--- src/rtl/bp_top_pkg.sv ---
// Shared definitions for the core-side LCE request arbiter and its output buffer.
// Covers the source tag width, the default buffer entry layout and the entry width helper.
package bp_top_pkg;

    localparam int lce_req_src_width_gp    = 1;
    localparam int lce_req_header_width_gp = 64;
    localparam int lce_req_data_width_gp   = 512;

    // Buffer entry at default widths; the packed order {src, header, data} is the layout used by the FIFO
    typedef struct packed {
        logic [lce_req_src_width_gp-1:0]    src;
        logic [lce_req_header_width_gp-1:0] header;
        logic [lce_req_data_width_gp-1:0]   data;
    } bp_lce_req_entry_t;

    function automatic int lce_req_entry_width(input int header_width, input int data_width);
        return lce_req_src_width_gp + header_width + data_width;
    endfunction

endpackage

--- src/rtl/bp_core_lce_req_arbiter_checker.sv ---
// Simulation-only properties for the LCE request arbiter: one-hot grants,
// no enqueue into a full buffer, and a stable output under backpressure.
module bp_core_lce_req_arbiter_checker #(
    parameter int header_width_p = 64,
    parameter int data_width_p   = 512
) (
    input logic                      clk_i,
    input logic                      reset_n_i,
    input logic [1:0]                ready_and_o,
    input logic                      enq_v,
    input logic                      buf_full,
    input logic                      v_o,
    input logic                      ready_and_i,
    input logic                      src_o,
    input logic [header_width_p-1:0] header_o,
    input logic [data_width_p-1:0]   data_o
);

    a_grant_onehot: assert property (@(posedge clk_i) disable iff (!reset_n_i)
        ready_and_o != 2'b11);

    a_no_enq_full: assert property (@(posedge clk_i) disable iff (!reset_n_i)
        !(enq_v && buf_full));

    a_out_stable: assert property (@(posedge clk_i) disable iff (!reset_n_i)
        (v_o && !ready_and_i) |=> (v_o && $stable(src_o) && $stable(header_o) && $stable(data_o)));

endmodule

--- src/rtl/bp_lce_req_two_fifo.sv ---
// Two-entry registered FIFO with valid/ready_and on both sides and no bypass.
// The ready output depends only on occupancy, so a full buffer never accepts in the cycle it drains.
module bp_lce_req_two_fifo #(
    parameter int width_p = 8
) (
    input  logic               clk_i,
    input  logic               reset_n_i,
    input  logic [width_p-1:0] data_i,
    input  logic               v_i,
    output logic               ready_and_o,
    output logic [width_p-1:0] data_o,
    output logic               v_o,
    input  logic               ready_and_i
);

    logic [1:0][width_p-1:0] mem_r;
    logic                    wptr_r;
    logic                    rptr_r;
    logic [1:0]              count_r;
    logic                    enq_s;
    logic                    deq_s;

    // Handshake decode from occupancy
    always_comb begin
        ready_and_o = (count_r != 2'd2);
        v_o         = (count_r != 2'd0);
        data_o      = mem_r[rptr_r];
        enq_s       = v_i & ready_and_o;
        deq_s       = v_o & ready_and_i;
    end

    // Storage, wrapping 1-bit pointers and occupancy
    always_ff @(posedge clk_i or negedge reset_n_i) begin
        if (!reset_n_i) begin
            mem_r   <= '0;
            wptr_r  <= 1'b0;
            rptr_r  <= 1'b0;
            count_r <= 2'd0;
        end else begin
            if (enq_s) begin
                mem_r[wptr_r] <= data_i;
                wptr_r        <= ~wptr_r;
            end
            if (deq_s) begin
                rptr_r <= ~rptr_r;
            end
            count_r <= count_r + {1'b0, enq_s} - {1'b0, deq_s};
        end
    end

endmodule

--- src/rtl/bp_core_lce_req_arbiter.sv ---
// Merges the I$ (index 0) and D$ (index 1) LCE request channels onto one NoC port,
// with round-robin or D$-priority arbitration, a registered 2-entry buffer and a conflict counter.
module bp_core_lce_req_arbiter
    import bp_top_pkg::*;
#(
    parameter int header_width_p = 64,
    parameter int data_width_p   = 512,
    parameter int cnt_width_p    = 16
) (
    input  logic                           clk_i,
    input  logic                           reset_n_i,
    input  logic                           fixed_priority_i,
    input  logic [1:0][header_width_p-1:0] lce_req_header_i,
    input  logic [1:0][data_width_p-1:0]   lce_req_data_i,
    input  logic [1:0]                     lce_req_v_i,
    output logic [1:0]                     lce_req_ready_and_o,
    output logic [header_width_p-1:0]      lce_req_header_o,
    output logic [data_width_p-1:0]        lce_req_data_o,
    output logic                           lce_req_src_o,
    output logic                           lce_req_v_o,
    input  logic                           lce_req_ready_and_i,
    output logic [cnt_width_p-1:0]         conflict_cnt_o,
    input  logic                           conflict_clr_i
);

    localparam int entry_width_lp = lce_req_entry_width(header_width_p, data_width_p);

    logic [1:0]                grant_s;
    logic                      grant_src_s;
    logic                      enq_v_s;
    logic                      buf_ready_s;
    logic                      buf_full_s;
    logic [entry_width_lp-1:0] enq_entry_s;
    logic [entry_width_lp-1:0] deq_entry_s;
    logic                      rr_ptr_r;
    logic [cnt_width_p-1:0]    conflict_cnt_r;

    // Grant selection; reset level gates readiness so nothing transfers while reset is held
    always_comb begin
        grant_s    = 2'b00;
        buf_full_s = ~buf_ready_s;
        if (!reset_n_i || buf_full_s) begin
            grant_s = 2'b00;
        end else begin
            case (lce_req_v_i)
                2'b01:   grant_s = 2'b01;
                2'b10:   grant_s = 2'b10;
                2'b11:   grant_s = (fixed_priority_i || rr_ptr_r) ? 2'b10 : 2'b01;
                default: grant_s = 2'b00;
            endcase
        end
    end

    // Tag the granted request with its source index and steer it into the buffer
    always_comb begin
        grant_src_s         = grant_s[1];
        enq_v_s             = |grant_s;
        lce_req_ready_and_o = grant_s;
        if (grant_src_s) begin
            enq_entry_s = {1'b1, lce_req_header_i[1], lce_req_data_i[1]};
        end else begin
            enq_entry_s = {1'b0, lce_req_header_i[0], lce_req_data_i[0]};
        end
    end

    bp_lce_req_two_fifo #(
        .width_p (entry_width_lp)
    ) u_buf (
        .clk_i       (clk_i),
        .reset_n_i   (reset_n_i),
        .data_i      (enq_entry_s),
        .v_i         (enq_v_s),
        .ready_and_o (buf_ready_s),
        .data_o      (deq_entry_s),
        .v_o         (lce_req_v_o),
        .ready_and_i (lce_req_ready_and_i)
    );

    // Unpack the head entry for the NoC side
    always_comb begin
        lce_req_src_o    = deq_entry_s[entry_width_lp-1];
        lce_req_header_o = deq_entry_s[header_width_p+data_width_p-1 -: header_width_p];
        lce_req_data_o   = deq_entry_s[data_width_p-1:0];
        conflict_cnt_o   = conflict_cnt_r;
    end

    // Round-robin pointer moves away from whichever source was just served, in both modes
    always_ff @(posedge clk_i or negedge reset_n_i) begin
        if (!reset_n_i) begin
            rr_ptr_r <= 1'b0;
        end else if (enq_v_s) begin
            rr_ptr_r <= ~grant_src_s;
        end else begin
            rr_ptr_r <= rr_ptr_r;
        end
    end

    // Saturating conflict counter; clear wins over increment
    always_ff @(posedge clk_i or negedge reset_n_i) begin
        if (!reset_n_i) begin
            conflict_cnt_r <= '0;
        end else if (conflict_clr_i) begin
            conflict_cnt_r <= '0;
        end else if ((lce_req_v_i == 2'b11) && !buf_full_s && (conflict_cnt_r != {cnt_width_p{1'b1}})) begin
            conflict_cnt_r <= conflict_cnt_r + cnt_width_p'(1);
        end else begin
            conflict_cnt_r <= conflict_cnt_r;
        end
    end

    bp_core_lce_req_arbiter_checker #(
        .header_width_p (header_width_p),
        .data_width_p   (data_width_p)
    ) u_chk (
        .clk_i       (clk_i),
        .reset_n_i   (reset_n_i),
        .ready_and_o (lce_req_ready_and_o),
        .enq_v       (enq_v_s),
        .buf_full    (buf_full_s),
        .v_o         (lce_req_v_o),
        .ready_and_i (lce_req_ready_and_i),
        .src_o       (lce_req_src_o),
        .header_o    (lce_req_header_o),
        .data_o      (lce_req_data_o)
    );

endmodule

--- config.mk ---
export PLATFORM = sky130hd
export DESIGN_NAME = bp_core_lce_req_arbiter
export DESIGN_NICKNAME = d
export VERILOG_FILES = /design/src/rtl/bp_top_pkg.sv /design/src/rtl/bp_core_lce_req_arbiter_checker.sv /design/src/rtl/bp_lce_req_two_fifo.sv /design/src/rtl/bp_core_lce_req_arbiter.sv
export SDC_FILE = /design/constraint.sdc
export NUM_CORES = 2
export LEC_CHECK = 0
export CAP_MARGIN = 20
export CORE_AREA = 2 2 676 678
export DETAILED_ROUTE_END_ITERATION = 7
export DIE_AREA = 0 0 678 680
export PLACE_DENSITY_LB_ADDON = 0.08
export SLEW_MARGIN = 20
export SYNTH_ARGS = -nofsm -noshare
export SYNTH_HDL_FRONTEND = slang
export SYNTH_SLANG_ARGS = --single-unit
--- constraint.sdc ---
create_clock -name clk_i -period 5.6 [get_ports clk_i]
set_input_delay 1.12 -clock clk_i [delete_from_list [all_inputs] [get_ports clk_i]]
set_output_delay 1.12 -clock clk_i [all_outputs]
set_load 0.1 [all_outputs]
* Word level (Yosys, flattened, before mapping)
Index checks and enable logic that the tools add are counted.
Storage, ports and cells: bits in registers 1175, bits in latches 0, memory bits (writable) 0, bits in read-only memories 0, bits of input ports 1159, output and inout bits 596, word-level logic and storage cells 44, memories 0
Operators by class: $add $sub $neg 3, multiply operators 0, div/mod/pow operators 0, $lt $le $gt $ge 3, eq/ne operators 5, shifts and indexed selects 0, muxes and demuxes 11, bitwise operators 6, reduce and logical (&&, ||, !) cells 9
Operators by type and width (count):
- 2-to-1 mux 577 bit | 4
- bitwise mux 1154 bit | 1
- demux 577 bit (select 1 bit) | 1
- 2-to-1 mux 16 bit | 2
- adder 16 x 1 -> 16 bit (second input constant) | 1
- inequality test 16 bit (second input constant) | 1
- case mux 2 bit (3 select lines) | 1
- == test 2 bit (second input constant) | 2
- < comparator 1 x 2 -> 1 bit (second input constant) | 2
- 2-to-1 mux 2 bit | 2
- NOT 1 bit | 4
- nonzero test 2 bit | 2
- logical AND 1 bit | 3
- adder 2 x 1 -> 2 bit | 1
- AND 1 bit | 2
- == test 2 x 1 -> 1 bit (second input constant) | 1
- logical OR 1 bit | 2
- inequality test 2 bit (second input constant) | 1
- OR reduction 2 bit | 1
- subtractor 2 x 1 -> 2 bit | 1
- >= comparator 1 bit (second input constant) | 1
- logical NOT 1 bit | 1

* Longest topological paths before layout
word-level depth 8, mapped depth 9, mapped depth without buffers 7

* Modules after synthesis
A second synthesis with hierarchy kept.
Unflattened totals: cell total of the unflattened synthesis 3847, area total of the unflattened synthesis 60690.7 µm²
By module, submodules not included:
- bp_lce_req_two_fifo | times used 1, cells an instance 3099, area each 52774.4 µm², sequential area each 28977.8 µm²
- bp_core_lce_req_arbiter | times used 1, cells an instance 748, area each 7916.3 µm², sequential area each 425.4 µm²

* Worst setup path after synthesis
Ideal clock, no wire load.
path type input to output, start point in fixed_priority_i, end point out lce_req_ready_and_o[0], arrival time 3.740 ns, slack 0.740 ns, cell stages on the path 2, buffers on the path 0, cell sequence or2_2 > a211oi_1
On the way: word-level cells in the longest chain between the ends 4
Ends and longest elaborated chain:
- start: declaration | RTL line bp_core_lce_req_arbiter.sv:12 | input logic fixed_priority_i,
- logical OR 1 bit | RTL line bp_core_lce_req_arbiter.sv:48 | 2'b11: grant_s = (fixed_priority_i || rr_ptr_r) ? 2'b10 : 2'b01;
- 2-to-1 mux 2 bit | RTL line bp_core_lce_req_arbiter.sv:48
- case mux 2 bit (3 select lines) | RTL line bp_core_lce_req_arbiter.sv:45 | case (lce_req_v_i)
- 2-to-1 mux 2 bit | RTL line bp_core_lce_req_arbiter.sv:42 | if (!reset_n_i || buf_full_s) begin
- end: declaration | RTL line bp_core_lce_req_arbiter.sv:16 | output logic [1:0] lce_req_ready_and_o,
No other way between the ends.

* Worst setup path after layout
start point reg u_buf.rptr_r, end point out lce_req_data_o[110]
On the way: word-level cells in the longest chain between the ends 2
Ends and longest elaborated chain:
- start: declaration | RTL line bp_lce_req_two_fifo.sv:18 | logic rptr_r;
- start signal: assignment | RTL line bp_lce_req_two_fifo.sv:45 | rptr_r <= ~rptr_r;
- 2-to-1 mux 577 bit (implied by the code) (2 in series) | RTL line bp_lce_req_two_fifo.sv:27 | data_o = mem_r[rptr_r];
- end: declaration | RTL line bp_core_lce_req_arbiter.sv:18 | output logic [data_width_p-1:0] lce_req_data_o,
No other way between the ends. The select of a mux whose other input is x is not followed.

==> metrics.md <==
| Metric | Value |
|---|---|
| Post-CTS sizing | `0` |
| GRT overflow | `0` |
| Cell Count, Final, Fillers Out | `13000` |
| Die W | `678 um` |
| Core ar. | `454000 um^2` |
| Area Growth Syn to Fin | `51.8%` |
| Post-layout util | `19.0%` |
| Total negative slack | `0 ns` |
| Syn Nets | `6426` |
| Post-Synthesis Cells | `5264` |
| Dpl cells | `12600` |
| Post-synthesis register bit count | `around 1200` |
| Critical path capture point type | `primary output` |
| Worst Setup SP | `u_buf.rptr_r$_DFFE_PN0P_` |
| Final hold violation count | `0` |
| Synth area leaders | `dfrtp_1 52%, a2bb2oi_1 18%, mux2_2 11%, a21oi_1 10%, nand2_1 3.9%` |
| Crit share post-route | `89.4%` |
| Outcome | `finished clean` |
| CP max stage delay | `0.96 ns` |
| Setup-failing EPs final | `0` |
| Fin worst setup slack | `0.595 ns` |
| Ports | `1755` |
| First-pass GRT wire length | `528000 um` |
| Reg clk slew, reported paths | `0.05 ns` |
| Startpoint Class | `flip-flop` |
| Crit path DAT | `just under 4 ns` |
| Final min period | `5.00 ns` |
| Layout cells sized above 1 | `19.1%` |
| 1st-iter DRT viols | `2824` |
| Distinct cells, synth | `between 40 and 50` |
| Most used cell, CP | `buf_12` |
| Max Freq | `200 MHz` |
| Worst slew pin tran | `approximately 1.2 ns` |
| Antenna-violating nets left | `0` |
| Cells on worst reg2reg path | `6` |
| Cell count along the critical path | `4` |
| Largest net degree at the start of global routing | `~150` |
| Buf+Inv Stages, Crit Path | `3` |
| Worst clock skew | `~0.039 ns` |
| Rows | `about 250` |
| Via count | `52900` |
| WS Path Type | `reg2out` |
| Syn Area/Cell | `10.8 um^2` |
| Setup Fix Bufs, Post-CTS | `0` |
| Initial Utilization | `12.5%` |
| CTS Buffer Depth | `4` |
| Fillers | `49800` |
| DIE AREA | `461000 um^2` |
| Vias in the first global route | `55700` |
| Top cells by count, synth | `1175 x dfrtp_1, 1161 x a21oi_1, 1154 x a2bb2oi_1, 593 x nand2_1, 579 x mux2_2` |
| Synth area leader | `dfrtp_1` |
| TritonCTS clock tree | `done` |
| Max Cap Violations | `0` |
| CP cell instances | `buf_12 -> buf_12 -> mux2_2 -> buf_4` |
| Hpwl dp | `approximately 290000 um` |
| Min-delay worst type | `in2async` |
| Crit Path Max Fanout | `96` |
| R2R setup slack | `2.73 ns` |
| Asr flop ratio synth | `100%` |
| DRT Wirelength | `397000 um` |
| Yosys warns | `0` |
| Initial antenna violation count | `301` |
| Slowest CP cell | `dfrtp_4` |
| Slew Limit Fails | `0` |
| CTS buffer count | `176` |
| CTS root buf | `clkbuf_16` |
| Post-synth EDFFs | `0` |
| CTS Hold Bufs | `0` |
| Placer congestion estimate | `0.837` |
| Die height | `680 um` |
| Setup WS pre-CTS | `1.42 ns` |
| R2R Path Start | `u_buf.count_r[0]$_DFF_PN0_` |
| Cell type group with the largest total delay on the critical path | `buffers and inverters` |
| H-tree levels | `4` |
| Worst R2R End | `u_buf.mem_r[1026]$_DFFE_PN0P_` |
| Post-Syn Area | `56900 um^2` |
| DR pass1 iterations | `5` |
| Primary FF master, synth | `dfrtp_1` |
| DRC errors left | `0` |
| RSZ-0062 raised after global routing | `no` |
| Post-synth top area share | `51.7%` |
| Nets | `about 8000` |
| Clk Latency, worst-skew pair | `0.85 ns` |
| Slew headroom | `between 20 and 25%` |
| GRT Total Usage | `16.5%` |
| Register area share after synthesis | `51.7%` |
| PortBufs | `1754` |
| Routed WL per cell | `between 30 and 40 um` |
| Count leader, synth | `dfrtp_1` |
| Drt via density | `4.07` |
| WP data required | `roughly 4.5 ns` |
| Clock Sinks | `1175` |
==> cell families after synthesis <==
logic type | count (synthesis) | synth area share, %
adder cells (fa/ha/maj) | 3 | 0.0660
AO/OA/AOI/OAI | 2339 | 28.3
XOR/XNOR | 3 | 0.0462
multiplexers | 579 | 11.5
AND/OR/NAND/NOR | 640 | 4.43
flip-flops | 1175 | 51.7
buffers and inverters | 525 | 3.95
==> cell usage in the layout, fill, tap and decap left out, types with 4 or more instances in the layout <==
cell / netlist / routed
a21oi_1: 1161 / 1161
a2bb2oi_1: 1154 / 1154
buf_12: 0 / 54
buf_2: 203 / 6
buf_4: 3 / 420
bufinv_16: 0 / 6
clkbuf_1: 217 / 53
clkbuf_16: 0 / 180
clkbuf_8: 0 / 33
clkdlybuf4s50_1: 0 / 1395
clkinv_2: 0 / 22
dfrtp_1: 1175 / 1174
diode_2: 0 / 92
inv_1: 7 / 7
mux2_2: 579 / 579
nand2_1: 593 / 593
nand4_1: 4 / 4
nor2_1: 8 / 8
nor4_1: 5 / 5
o311ai_0: 5 / 5
o31ai_1: 6 / 6
or4_1: 7 / 7
==> per-layer routing <==
metal  wire [um]  global-route usage, %
met5         770                      0
met4       12900                   5.70
met1      156000                   18.9
met2      198000                   28.7
met3       29200                   5.21
==> registers in the layout, summed over array words and instances (netlist names) <==
signal,flops
u_buf.count_r,2
u_buf.mem_r,1154
u_buf.wptr_r,1
conflict_cnt_o,16
rr_ptr_r,1
u_buf.rptr_r,1
==> worst max-delay path by stage <==
| stage | endpoint | slack, ns |
|---|---|---|
| 3_5_place_dp | lce_req_data_o[102] | 1.42 |
| 2_1_floorplan | lce_req_ready_and_o[0] | 0.74 |
| 4_1_cts | lce_req_data_o[102] | 0.40 |
| 3_3_place_gp | lce_req_data_o[102] | 1.43 |
| 5_1_grt | lce_req_data_o[110] | 0.47 |
| 6_report | lce_req_data_o[110] | 0.60 |
==> layout make-up <==
type                            instances  area [um^2]  area share, %
Antenna cell                           92          230          0.267
Sequential cell                      1175        29400           34.1
Clock buffer                          266         5160           5.98
Tap cell                             6000         7510           8.70
Multi-Input combinational cell       3564        25200           29.2
Inverter                                8         37.5         0.0435
Clock inverter                         36          419          0.486
Timing Repair Buffer                 1880        18300           21.2
==> through the flow <==
step / hold WS, ns / cell area (um^2)
after floorplan: 0.442 / 56900
after global placement: 0.457 / 80500
after detailed placement: 0.467 / 80500
after CTS: 0.0199 / 86000
after global routing: 0.0737 / 86200
final: 0.120 / 86300
Power is left out: the tool's default activity adds up to more than one toggle a clock period on the data nets, which glitch-free logic cannot reach.
